--- src/rtl/cache_refill_arbiter_pkg.sv ---
// Shared types and sizing for the I/D cache refill arbiter.
// One burst is one cache line of BURST_BEATS beats.
package cache_refill_arbiter_pkg;

  localparam int ADDR_WIDTH  = 32;
  localparam int DATA_WIDTH  = 32;
  localparam int BURST_BEATS = 8;
  localparam int BEAT_CNT_W  = 3;

  typedef enum logic [2:0] {
    ST_IDLE   = 3'd0,
    ST_CMD    = 3'd1,
    ST_WBEATS = 3'd2,
    ST_RBEATS = 3'd3,
    ST_RESP   = 3'd4
  } state_t;

  // One-hot {D,I} ownership of the memory port.
  typedef enum logic [1:0] {
    GNT_NONE = 2'b00,
    GNT_I    = 2'b01,
    GNT_D    = 2'b10
  } grant_t;

  function automatic logic is_last_beat(input logic [BEAT_CNT_W-1:0] cnt);
    return cnt == BEAT_CNT_W'(BURST_BEATS - 1);
  endfunction

endpackage

--- src/rtl/cache_refill_arbiter_if.sv ---
// Cache-side and memory-side signals of the refill arbiter.
// master = arbiter view, slave = caches plus memory view.
interface cache_refill_arbiter_if;
  import cache_refill_arbiter_pkg::*;

  logic                  icache_req;
  logic [ADDR_WIDTH-1:0] icache_addr;
  logic [DATA_WIDTH-1:0] icache_rdata;
  logic                  icache_rvalid;
  logic                  icache_done;

  logic                  dcache_req;
  logic                  dcache_write;
  logic [ADDR_WIDTH-1:0] dcache_addr;
  logic [DATA_WIDTH-1:0] dcache_wdata;
  logic                  dcache_wready;
  logic [DATA_WIDTH-1:0] dcache_rdata;
  logic                  dcache_rvalid;
  logic                  dcache_done;

  logic                  mem_cmd_valid;
  logic                  mem_cmd_ready;
  logic                  mem_cmd_write;
  logic [ADDR_WIDTH-1:0] mem_cmd_addr;
  logic [DATA_WIDTH-1:0] mem_wdata;
  logic                  mem_wvalid;
  logic                  mem_wready;
  logic [DATA_WIDTH-1:0] mem_rdata;
  logic                  mem_rvalid;

  logic [1:0]            grant;

  modport master (
    input  icache_req, icache_addr, dcache_req, dcache_write, dcache_addr, dcache_wdata,
           mem_cmd_ready, mem_wready, mem_rdata, mem_rvalid,
    output icache_rdata, icache_rvalid, icache_done, dcache_wready, dcache_rdata,
           dcache_rvalid, dcache_done, mem_cmd_valid, mem_cmd_write, mem_cmd_addr,
           mem_wdata, mem_wvalid, grant
  );

  modport slave (
    output icache_req, icache_addr, dcache_req, dcache_write, dcache_addr, dcache_wdata,
           mem_cmd_ready, mem_wready, mem_rdata, mem_rvalid,
    input  icache_rdata, icache_rvalid, icache_done, dcache_wready, dcache_rdata,
           dcache_rvalid, dcache_done, mem_cmd_valid, mem_cmd_write, mem_cmd_addr,
           mem_wdata, mem_wvalid, grant
  );

endinterface

--- src/rtl/cache_refill_arbiter_rr.sv ---
// Two-way round-robin arbiter: req = {D,I}; pointer moves on every granted update.
module refill_rr_arbiter
  import cache_refill_arbiter_pkg::*;
(
  input  logic       clk,
  input  logic       rst,
  input  logic [1:0] req,
  input  logic       update,
  output grant_t     grant
);

  logic prefer_d_r;

  always_comb begin
    grant = GNT_NONE;
    case (req)
      2'b01:   grant = GNT_I;
      2'b10:   grant = GNT_D;
      2'b11:   grant = prefer_d_r ? GNT_D : GNT_I;
      default: grant = GNT_NONE;
    endcase
  end

  // After a grant the other side is favoured next time.
  always_ff @(posedge clk or posedge rst) begin
    if (rst) begin
      prefer_d_r <= 1'b1;
    end else if (update && (grant != GNT_NONE)) begin
      prefer_d_r <= (grant == GNT_I);
    end else begin
      prefer_d_r <= prefer_d_r;
    end
  end

endmodule

--- src/rtl/cache_refill_arbiter.sv ---
// Shares one burst memory port between I-cache refills and D-cache refills/writebacks.
// Sequence per transaction: IDLE (grant) -> CMD -> RBEATS/WBEATS -> RESP (done pulse).
module cache_refill_arbiter
  import cache_refill_arbiter_pkg::*;
(
  input  logic                   clk,
  input  logic                   rst,
  cache_refill_arbiter_if.master bus
);

  logic [1:0]            rst_sync_r;
  logic                  rst_int;
  state_t                state_r, state_s;
  grant_t                arb_grant_s, owner_r;
  logic                  arb_update_s;
  logic [ADDR_WIDTH-1:0] addr_r;
  logic                  write_r;
  logic [BEAT_CNT_W-1:0] cnt_r, cnt_s;
  logic [DATA_WIDTH-1:0] irdata_r, drdata_r;
  logic                  irvalid_r, drvalid_r, idone_r, ddone_r;

  // Reset asserts immediately but releases only after two clean clock edges.
  always_ff @(posedge clk or posedge rst) begin
    if (rst) begin
      rst_sync_r <= 2'b11;
    end else begin
      rst_sync_r <= {rst_sync_r[0], 1'b0};
    end
  end
  assign rst_int = rst_sync_r[1];

  refill_rr_arbiter u_arb (
    .clk    (clk),
    .rst    (rst_int),
    .req    ({bus.dcache_req, bus.icache_req}),
    .update (arb_update_s),
    .grant  (arb_grant_s)
  );

  always_comb begin
    state_s      = state_r;
    cnt_s        = cnt_r;
    arb_update_s = 1'b0;
    case (state_r)
      ST_IDLE: begin
        if (arb_grant_s != GNT_NONE) begin
          state_s      = ST_CMD;
          arb_update_s = 1'b1;
        end else begin
          state_s = ST_IDLE;
        end
      end
      ST_CMD: begin
        if (bus.mem_cmd_ready) begin
          state_s = write_r ? ST_WBEATS : ST_RBEATS;
          cnt_s   = {BEAT_CNT_W{1'b0}};
        end else begin
          state_s = ST_CMD;
        end
      end
      ST_RBEATS, ST_WBEATS: begin
        if ((state_r == ST_RBEATS) ? bus.mem_rvalid : bus.mem_wready) begin
          cnt_s   = cnt_r + BEAT_CNT_W'(1);
          state_s = is_last_beat(cnt_r) ? ST_RESP : state_r;
        end else begin
          state_s = state_r;
        end
      end
      ST_RESP: state_s = ST_IDLE;
      default: state_s = ST_IDLE;
    endcase
  end

  // State, beat counter and the request latched at grant time.
  always_ff @(posedge clk or posedge rst_int) begin
    if (rst_int) begin
      state_r <= ST_IDLE;
      cnt_r   <= {BEAT_CNT_W{1'b0}};
      owner_r <= GNT_NONE;
      addr_r  <= {ADDR_WIDTH{1'b0}};
      write_r <= 1'b0;
    end else begin
      state_r <= state_s;
      cnt_r   <= cnt_s;
      if (arb_update_s) begin
        owner_r <= arb_grant_s;
        addr_r  <= (arb_grant_s == GNT_D) ? bus.dcache_addr : bus.icache_addr;
        write_r <= (arb_grant_s == GNT_D) && bus.dcache_write;
      end else if (state_r == ST_RESP) begin
        owner_r <= GNT_NONE;
      end else begin
        owner_r <= owner_r;
      end
    end
  end

  // Read beats are steered to the owner one cycle late; DONE lands with the last of them.
  always_ff @(posedge clk or posedge rst_int) begin
    if (rst_int) begin
      irdata_r  <= {DATA_WIDTH{1'b0}};
      drdata_r  <= {DATA_WIDTH{1'b0}};
      irvalid_r <= 1'b0;
      drvalid_r <= 1'b0;
      idone_r   <= 1'b0;
      ddone_r   <= 1'b0;
    end else begin
      irvalid_r <= (state_r == ST_RBEATS) && bus.mem_rvalid && (owner_r == GNT_I);
      drvalid_r <= (state_r == ST_RBEATS) && bus.mem_rvalid && (owner_r == GNT_D);
      irdata_r  <= ((state_r == ST_RBEATS) && bus.mem_rvalid && (owner_r == GNT_I)) ? bus.mem_rdata : irdata_r;
      drdata_r  <= ((state_r == ST_RBEATS) && bus.mem_rvalid && (owner_r == GNT_D)) ? bus.mem_rdata : drdata_r;
      idone_r   <= (state_s == ST_RESP) && (state_r != ST_RESP) && (owner_r == GNT_I);
      ddone_r   <= (state_s == ST_RESP) && (state_r != ST_RESP) && (owner_r == GNT_D);
    end
  end

  assign bus.icache_rdata  = irdata_r;
  assign bus.icache_rvalid = irvalid_r;
  assign bus.icache_done   = idone_r;
  assign bus.dcache_rdata  = drdata_r;
  assign bus.dcache_rvalid = drvalid_r;
  assign bus.dcache_done   = ddone_r;
  assign bus.grant         = owner_r;

  assign bus.mem_cmd_valid = (state_r == ST_CMD);
  assign bus.mem_cmd_addr  = (state_r == ST_CMD) ? addr_r : {ADDR_WIDTH{1'b0}};
  assign bus.mem_cmd_write = (state_r == ST_CMD) && write_r;
  assign bus.mem_wvalid    = (state_r == ST_WBEATS);
  assign bus.mem_wdata     = (state_r == ST_WBEATS) ? bus.dcache_wdata : {DATA_WIDTH{1'b0}};
  assign bus.dcache_wready = (state_r == ST_WBEATS) && bus.mem_wready;

endmodule

--- src/flat_wrapper.sv ---
// flat-port wrapper written by rule: the top's interface ports become plain ports
module cache_refill_arbiter_flat import cache_refill_arbiter_pkg::*;
  (clk, rst, bus_icache_req, bus_icache_addr, bus_dcache_req, bus_dcache_write, bus_dcache_addr, bus_dcache_wdata, bus_mem_cmd_ready, bus_mem_wready, bus_mem_rdata, bus_mem_rvalid, bus_icache_rdata, bus_icache_rvalid, bus_icache_done, bus_dcache_wready, bus_dcache_rdata, bus_dcache_rvalid, bus_dcache_done, bus_mem_cmd_valid, bus_mem_cmd_write, bus_mem_cmd_addr, bus_mem_wdata, bus_mem_wvalid, bus_grant);
  cache_refill_arbiter_if bus_i ();
  input  logic clk;
  input  logic rst;
  input wire logic [$bits(bus_i.icache_req)-1:0] bus_icache_req;
  input wire logic [$bits(bus_i.icache_addr)-1:0] bus_icache_addr;
  input wire logic [$bits(bus_i.dcache_req)-1:0] bus_dcache_req;
  input wire logic [$bits(bus_i.dcache_write)-1:0] bus_dcache_write;
  input wire logic [$bits(bus_i.dcache_addr)-1:0] bus_dcache_addr;
  input wire logic [$bits(bus_i.dcache_wdata)-1:0] bus_dcache_wdata;
  input wire logic [$bits(bus_i.mem_cmd_ready)-1:0] bus_mem_cmd_ready;
  input wire logic [$bits(bus_i.mem_wready)-1:0] bus_mem_wready;
  input wire logic [$bits(bus_i.mem_rdata)-1:0] bus_mem_rdata;
  input wire logic [$bits(bus_i.mem_rvalid)-1:0] bus_mem_rvalid;
  output wire logic [$bits(bus_i.icache_rdata)-1:0] bus_icache_rdata;
  output wire logic [$bits(bus_i.icache_rvalid)-1:0] bus_icache_rvalid;
  output wire logic [$bits(bus_i.icache_done)-1:0] bus_icache_done;
  output wire logic [$bits(bus_i.dcache_wready)-1:0] bus_dcache_wready;
  output wire logic [$bits(bus_i.dcache_rdata)-1:0] bus_dcache_rdata;
  output wire logic [$bits(bus_i.dcache_rvalid)-1:0] bus_dcache_rvalid;
  output wire logic [$bits(bus_i.dcache_done)-1:0] bus_dcache_done;
  output wire logic [$bits(bus_i.mem_cmd_valid)-1:0] bus_mem_cmd_valid;
  output wire logic [$bits(bus_i.mem_cmd_write)-1:0] bus_mem_cmd_write;
  output wire logic [$bits(bus_i.mem_cmd_addr)-1:0] bus_mem_cmd_addr;
  output wire logic [$bits(bus_i.mem_wdata)-1:0] bus_mem_wdata;
  output wire logic [$bits(bus_i.mem_wvalid)-1:0] bus_mem_wvalid;
  output wire logic [$bits(bus_i.grant)-1:0] bus_grant;
  assign bus_i.icache_req = bus_icache_req;
  assign bus_i.icache_addr = bus_icache_addr;
  assign bus_i.dcache_req = bus_dcache_req;
  assign bus_i.dcache_write = bus_dcache_write;
  assign bus_i.dcache_addr = bus_dcache_addr;
  assign bus_i.dcache_wdata = bus_dcache_wdata;
  assign bus_i.mem_cmd_ready = bus_mem_cmd_ready;
  assign bus_i.mem_wready = bus_mem_wready;
  assign bus_i.mem_rdata = bus_mem_rdata;
  assign bus_i.mem_rvalid = bus_mem_rvalid;
  assign bus_icache_rdata = bus_i.icache_rdata;
  assign bus_icache_rvalid = bus_i.icache_rvalid;
  assign bus_icache_done = bus_i.icache_done;
  assign bus_dcache_wready = bus_i.dcache_wready;
  assign bus_dcache_rdata = bus_i.dcache_rdata;
  assign bus_dcache_rvalid = bus_i.dcache_rvalid;
  assign bus_dcache_done = bus_i.dcache_done;
  assign bus_mem_cmd_valid = bus_i.mem_cmd_valid;
  assign bus_mem_cmd_write = bus_i.mem_cmd_write;
  assign bus_mem_cmd_addr = bus_i.mem_cmd_addr;
  assign bus_mem_wdata = bus_i.mem_wdata;
  assign bus_mem_wvalid = bus_i.mem_wvalid;
  assign bus_grant = bus_i.grant;
  cache_refill_arbiter u_core (.clk(clk), .rst(rst), .bus(bus_i));
endmodule
--- config.mk ---
export PLATFORM = sky130hd
export DESIGN_NAME = cache_refill_arbiter_flat
export DESIGN_NICKNAME = d
export VERILOG_FILES = /design/src/rtl/cache_refill_arbiter_pkg.sv /design/src/rtl/cache_refill_arbiter_if.sv /design/src/rtl/cache_refill_arbiter_rr.sv /design/src/rtl/cache_refill_arbiter.sv /design/src/flat_wrapper.sv
export SDC_FILE = /design/constraint.sdc
export NUM_CORES = 1
export LEC_CHECK = 0
export CAP_MARGIN = 20
export CORE_ASPECT_RATIO = 1.4
export CORE_MARGIN = 1.5
export CORE_UTILIZATION = 43
export CTS_CLUSTER_SIZE = 16
export DETAILED_ROUTE_END_ITERATION = 6
export MAX_ROUTING_LAYER = met4
export PLACE_DENSITY = 0.85
export SLEW_MARGIN = 10
export SYNTH_ARGS = -nofsm -noshare
export SYNTH_HDL_FRONTEND = slang
export SYNTH_HIERARCHICAL = 1
export SYNTH_SLANG_ARGS = --single-unit
--- constraint.sdc ---
create_clock -name clk -period 5.3 [get_ports clk]
set_input_delay 1.06 -clock clk [delete_from_list [all_inputs] [get_ports clk]]
set_output_delay 1.06 -clock clk [all_outputs]
set_load 0.05 [all_outputs]
After elaboration in Yosys (flattened, before gate mapping)

Index checks and enable logic that the tools add are counted.
W data, S select, Z words.

Add/subtract/negate cells: 1
Multiply operators: 0
Divide/modulo/power cells: 0
$lt $le $gt $ge: 0
Eq/ne operators: 16
Shift operators: 0
Mux-type cells: 19
Bitwise operators: 0
Reduce and logical (&&, ||, !) cells: 16

Operators with widths:

| kind                  | count |
|---|---|
| $mux W32              | 3 |
| $mux W3               | 5 |
| $logic_and A1 B1 Y1   | 10 |
| $eq A3 B3 Y1 const B  | 3 |
| $pmux W3 S3           | 1 |
| $eq A2 B2 Y1 const B  | 4 |
| $eq A2 B1 Y1 const B  | 3 |
| $eq A3 B2 Y1 const B  | 2 |
| $mux W2               | 3 |
| $pmux W2 S3           | 1 |
| $pmux W3 S2           | 1 |
| $reduce_bool A2 Y1    | 3 |
| $mux W1               | 5 |
| $add A3 B1 Y3 const B | 1 |
| $eq A3 B1 Y1 const B  | 1 |
| $logic_not A3 Y1      | 1 |
| $ne A3 B3 Y1 const B  | 1 |
| $reduce_and A3 Y1     | 1 |
| $ne A2 B1 Y1 const B  | 1 |
| $ne A2 B2 Y1 const B  | 1 |
| $reduce_or A2 Y1      | 1 |

Bits in registers: 112
Bits in latches: 0
RAM bits: 0
ROM bits: 0
Input port bits: 136
Output and inout port bits: 138
Logic and storage cells: 65
Memories kept: 0

Longest topological paths before layout

Depth after elaboration: 8
Gate-level depth with buffers: 8
Depth with buffers taken out: 6

By module

The synthesis kept the hierarchy.

By module, submodules not included:

| module               | instances | cells an instance | area an instance (um^2) | sequential area each (um^2) |
|---|---|---|---|---|
| cache_refill_arbiter | 1         | 375               | 5141.2                  | 2780.2 |
| refill_rr_arbiter    | 1         | 7                 | 60.1                    | 26.3 |

Worst setup path after synthesis

OpenSTA, ideal clock, no wires.

Path type: register to output
Start point: register u_core.state_r[2]
End point: output bus_mem_wdata[22]
Arrival time: 2.005 ns
Required time: 4.240 ns
Setup slack: 2.235 ns
Stages on the path, launching flop included: 6
Buffers on the path: 2
Cell sequence: dfrtp_1 -> buf_2 -> nand2b_1 -> nor2_1 -> clkbuf_1 -> and2_1

Word-level cells in the longest chain between the ends: 2

RTL lines:

| what                     | RTL line                    | source |
|---|---|---|
| from (decl)              | cache_refill_arbiter.sv:13  | `state_t state_r, state_s;` |
| from (signal assigned)   | cache_refill_arbiter.sv:83  | `state_r <= state_s;` |
| $eq A3 B2 Y1             | -                           |  |
| named net bus_mem_wvalid | flat_wrapper.sv:28          | `output wire logic [$bits(bus_i.mem_wvalid)-1:0] bus_mem_wvalid;` |
| $mux W32                 | cache_refill_arbiter.sv:128 | `assign bus.mem_wdata = (state_r == ST_WBEATS) ? bus.dcache_wdata : {DATA_WIDTH{1'b0}};` |
| to (decl)                | flat_wrapper.sv:27          | `output wire logic [$bits(bus_i.mem_wdata)-1:0] bus_mem_wdata;` |

The timed path passes the listed nets, and every way through them passes these cells.

Worst setup path after layout

Start point: register u_core.state_r[2]
End point: output bus_mem_wdata[18]

Word-level cells in the longest chain between the ends: 2

RTL lines:

| what         | RTL line |
|---|---|
| $eq A3 B2 Y1 | cache_refill_arbiter.sv:128 |
| $mux W32     | cache_refill_arbiter.sv:128 |

No other way between the ends.

==> metrics.md <==
| Metric | Value |
|---|---|
| Combinational family with the most area after synthesis | multiplexers |
| Path category of the worst min-delay check | register to asynchronous set/reset pin |
| Most congested layer reported by global routing | met2 |
| Max-cap viol count | 0 |
| Data arrival time at the worst-slack endpoint | approximately 2800 ps |
| Fin crit period | 3900 ps |
| CTS H-Tree Depth | 3 |
| Net Count, Synth | 520 |
| Antenna diode count | 0 |
| Endpoint of the most critical setup path | bus_mem_wdata[18] |
| Critical path required time | between 4000 and 5000 ps |
| Xor/xnor share of the synthesized area | 0% |
| Starting utilization of the core area | between 40% and 50% |
| Cells on worst reg2reg path | 6 |
| Met3 routing resource usage after global routing | under 10% |
| Clock transition time at the flip-flop clock pins of the worst setup and hold paths | about 70 ps |
| Reg2Reg Capture Point | u_core/addr_r[19] |
| Drt pass-1 iters | 4 |
| Cts repair resizes | 0 |
| Clock insertion delay at the later pin of the skew report | 340 ps |
| Proportion of synthesized chip area in sequential cells | a little over half |
| Mux cell area share after synthesis | approximately 29% |
| Net count, final | 787 |
| Number of placed instances with taps included | 785 |
| Area fraction in and, or, nand and nor cells after synthesis | roughly an eighth |
| Distinct cells, synth | 31 |
| Fraction of final layout cells sized beyond drive strength 1 | around a quarter |
| Filler-free cell count of the finished design | 801 |
| Number of filler cells placed in the layout | between 800 and 900 |
| Clock Sinks | between 100 and 150 |
| Proportion of synthesized flip-flops having asynchronous set or reset | 100% |
| Die footprint | ~13,000 um2 |
| Area of the multi-input gates | 2220 um2 |
| Yosys Warn Count | 6 |
| Library cell with the largest summed area after synthesis | dfrtp_1 |
| Avg Vias per Cell | between 4 and 5 |
| Final wirelength | roughly 13 mm |
| # IOs | about 270 |
| Maximum number of buffers from clock root to sink | 2 |
| Slew Limit Headroom | 40.7% |
| Count of input and output buffers | 273 |
| First-pass GRT wire length | between 20 and 25 mm |
| R2R Path Start | u_core/u_arb/prefer_d_r |
| Die Wd | around 96 um |
| Post-detailed-route wirelength per cell | 16.7 um |
| Largest net degree at the start of global routing | 63 |
| Initial detailed-routing violation count | 81 |
| Arithmetic-cell share of the synthesized area counting full adders, half adders and majority gates | less than 1% |
| Most common cell in the synthesized netlist | mux2_2 |
| Die Y | 133 um |
| Antenna violations before repair | 0 |
| Most common library cells after synthesis | mux2_2 (127), dfrtp_1 (109), and2_1 (67) |
| Overflow left after global routing | 0 |
| Worst vdd ir | 485 uV |
| Worst slew pin tran | 889 ps |
| Number of global-route vias before repair | roughly 4,100 |
| Run status | finished clean |
| Synthesized instance count | about 380 |
| Final setup violation count | 0 |
| Setup repair bufs after CTS | 0 |
| Tcrit/Tclk final | ~74% |
| DRC viols | 0 |
| Post-cts hold buffer count | 0 |
| Global placer's final weighted congestion | between 0.8 and 0.9 |
| Launch point of the worst path | u_core/state_r[2] |
| Final HPWL from detailed placement | 10.4 mm |
| ANT nets after route | 0 |
| Vias | 3,932 |
| Worst-case clock skew | 8.94 ps |
| Mean area per synthesized cell | approximately 14 um2 |
| Share of the synthesized area in the top cell type | ~52% |
| Global-route met1 utilization | about a quarter |
| Most area-consuming cells after synthesis | dfrtp_1 (52%), mux2_2 (27%), and2_1 (8.1%) |
| Class of the most critical setup path | register to primary output |
| Met2 usage in global routing | around 38% |
| Maximum frequency from static timing analysis | about 260 MHz |
| Number of hold violations in the final report | 0 |
| Power density over the cells | roughly 660 nW/um2 |
| Setup TNS | 0 ps |
| Worst reg-to-reg setup slack | a little over 3000 ps |
| Synth-to-Final Area Change | 59.4% |
| Post-synthesis register bit count | ~110 |
| TritonCTS clock tree | done |
| Kind of start point of the critical path | register |
| GR Util All Layers | 21.8% |
| Primary flip-flop cell chosen by synthesis mapping | dfrtp_1 |
| Compound-Gate Fraction of Synth Area | under 10% |
| Number of buffers created by CTS | 9 |
| Unrepaired setup endpoints after global routing | false |
| CP endpoint kind | primary output |
| Area of all sequential standard cells | 2810 um2 |
| Core outline area | ~12,000 um2 |
| Area of the mapped netlist | between 5000 and 6000 um2 |
| Number of placement rows | 47 |
| Slew Viols, Final | 0 |
| Number of synthesized flops with an enable pin | 0 |
| Worst-path fanout max | 34 |
| Root buffer cell | clkbuf_16 |
| Static leakage power | between 3 and 4 nW |
==> state kept, by name (all words and copies together) (netlist names) <==
name	cells
u_core/bus.dcache_rvalid	1
u_core/u_arb/prefer_d_r	1
u_core/state_r	3
u_core/bus.dcache_rdata	32
u_core/bus.grant	2
u_core/rst_sync_r	2
u_core/bus.icache_rvalid	1
u_core/write_r	1
u_core/bus.dcache_done	1
u_core/addr_r	32
u_core/cnt_r	3
u_core/bus.icache_rdata	32
u_core/bus.icache_done	1
==> kinds of logic after synthesis <==
logic type	count (synthesis)
AO/OA/AOI/OAI	11
buffers and inverters	30
adder cells (fa/ha/maj)	2
flip-flops	112
other	1
multiplexers	133
AND/OR/NAND/NOR	93
==> report_power, final <==
group,internal (mW),leakage [nW],switching (mW)
sequential,1.27,1.35,0.235
combinational,1.28,1.94,2.05
clock,0.336,0.128,0.286
total,2.89,3.42,2.57
==> metrics by stage <==
stage / hold WS, ps / cell area, um2 / power [mW] / util [%] / setup WS (ps)
floorplan: 241 / 5200 / 3.76 / - / 2080
global placement: 269 / 8010 / 4.78 / 67.8 / 1650
detailed placement: 272 / 8010 / 4.87 / 67.8 / 1350
CTS: 284 / 8290 / 5.51 / 70.1 / 981
global route: 296 / 8290 / 5.71 / 70.1 / 1210
finish: 278 / 8290 / 5.46 / 70.1 / 1400
==> cell type report <==
class | instances | area share (%)
Clock inverter | 3 | 0.317
Tap cell | 147 | 2.22
Multi-Input combinational cell | 240 | 26.7
Clock buffer | 13 | 3.02
Timing Repair Buffer | 279 | 33.5
Sequential cell | 112 | 33.9
Inverter | 7 | 0.347
==> worst max-delay path, cell delays in order, from the launching register on <==
cell and delay (ps):
dfrtp_1 500, nand2b_1 230, nor2_2 700, and2_1 250, clkdlybuf4s50_1 820
==> layer usage <==
layer,up-vias,part of all wire (%)
li1,1846,-
met2,166,53
met5,-,0
met4,0,1.5
met3,17,8.5
met1,1903,37
==> cells in the final DEF (no fill, tap or decap), types with 3 or more instances in the layout <==
master / count
clkdlybuf4s50_1: 273
mux2_2: 127
dfrtp_1: 109
and2_1: 67
clkbuf_16: 9
buf_4: 6
inv_1: 6
nor2_1: 5
mux2i_1: 5
nand2_1: 4
clkbuf_1: 3
nand2b_1: 3
nand3_1: 3
dfstp_2: 3
==> how the worst min path moves through the flow <==
| stage | from | to | cells past startpoint |
|---|---|---|---|
| 5_1_grt | u_core/rst_sync_r[1] | u_core/u_arb/prefer_d_r | 1 |
| 3_3_place_gp | u_core/rst_sync_r[1] | u_core/u_arb/prefer_d_r | 1 |
| 3_5_place_dp | u_core/rst_sync_r[1] | u_core/u_arb/prefer_d_r | 1 |
| 2_1_floorplan | u_core/rst_sync_r[1] | u_core/u_arb/prefer_d_r | 1 |
| 6_report | u_core/rst_sync_r[1] | u_core/u_arb/prefer_d_r | 1 |
| 4_1_cts | u_core/rst_sync_r[1] | u_core/u_arb/prefer_d_r | 1 |
(Power assumes the default switching activity.)
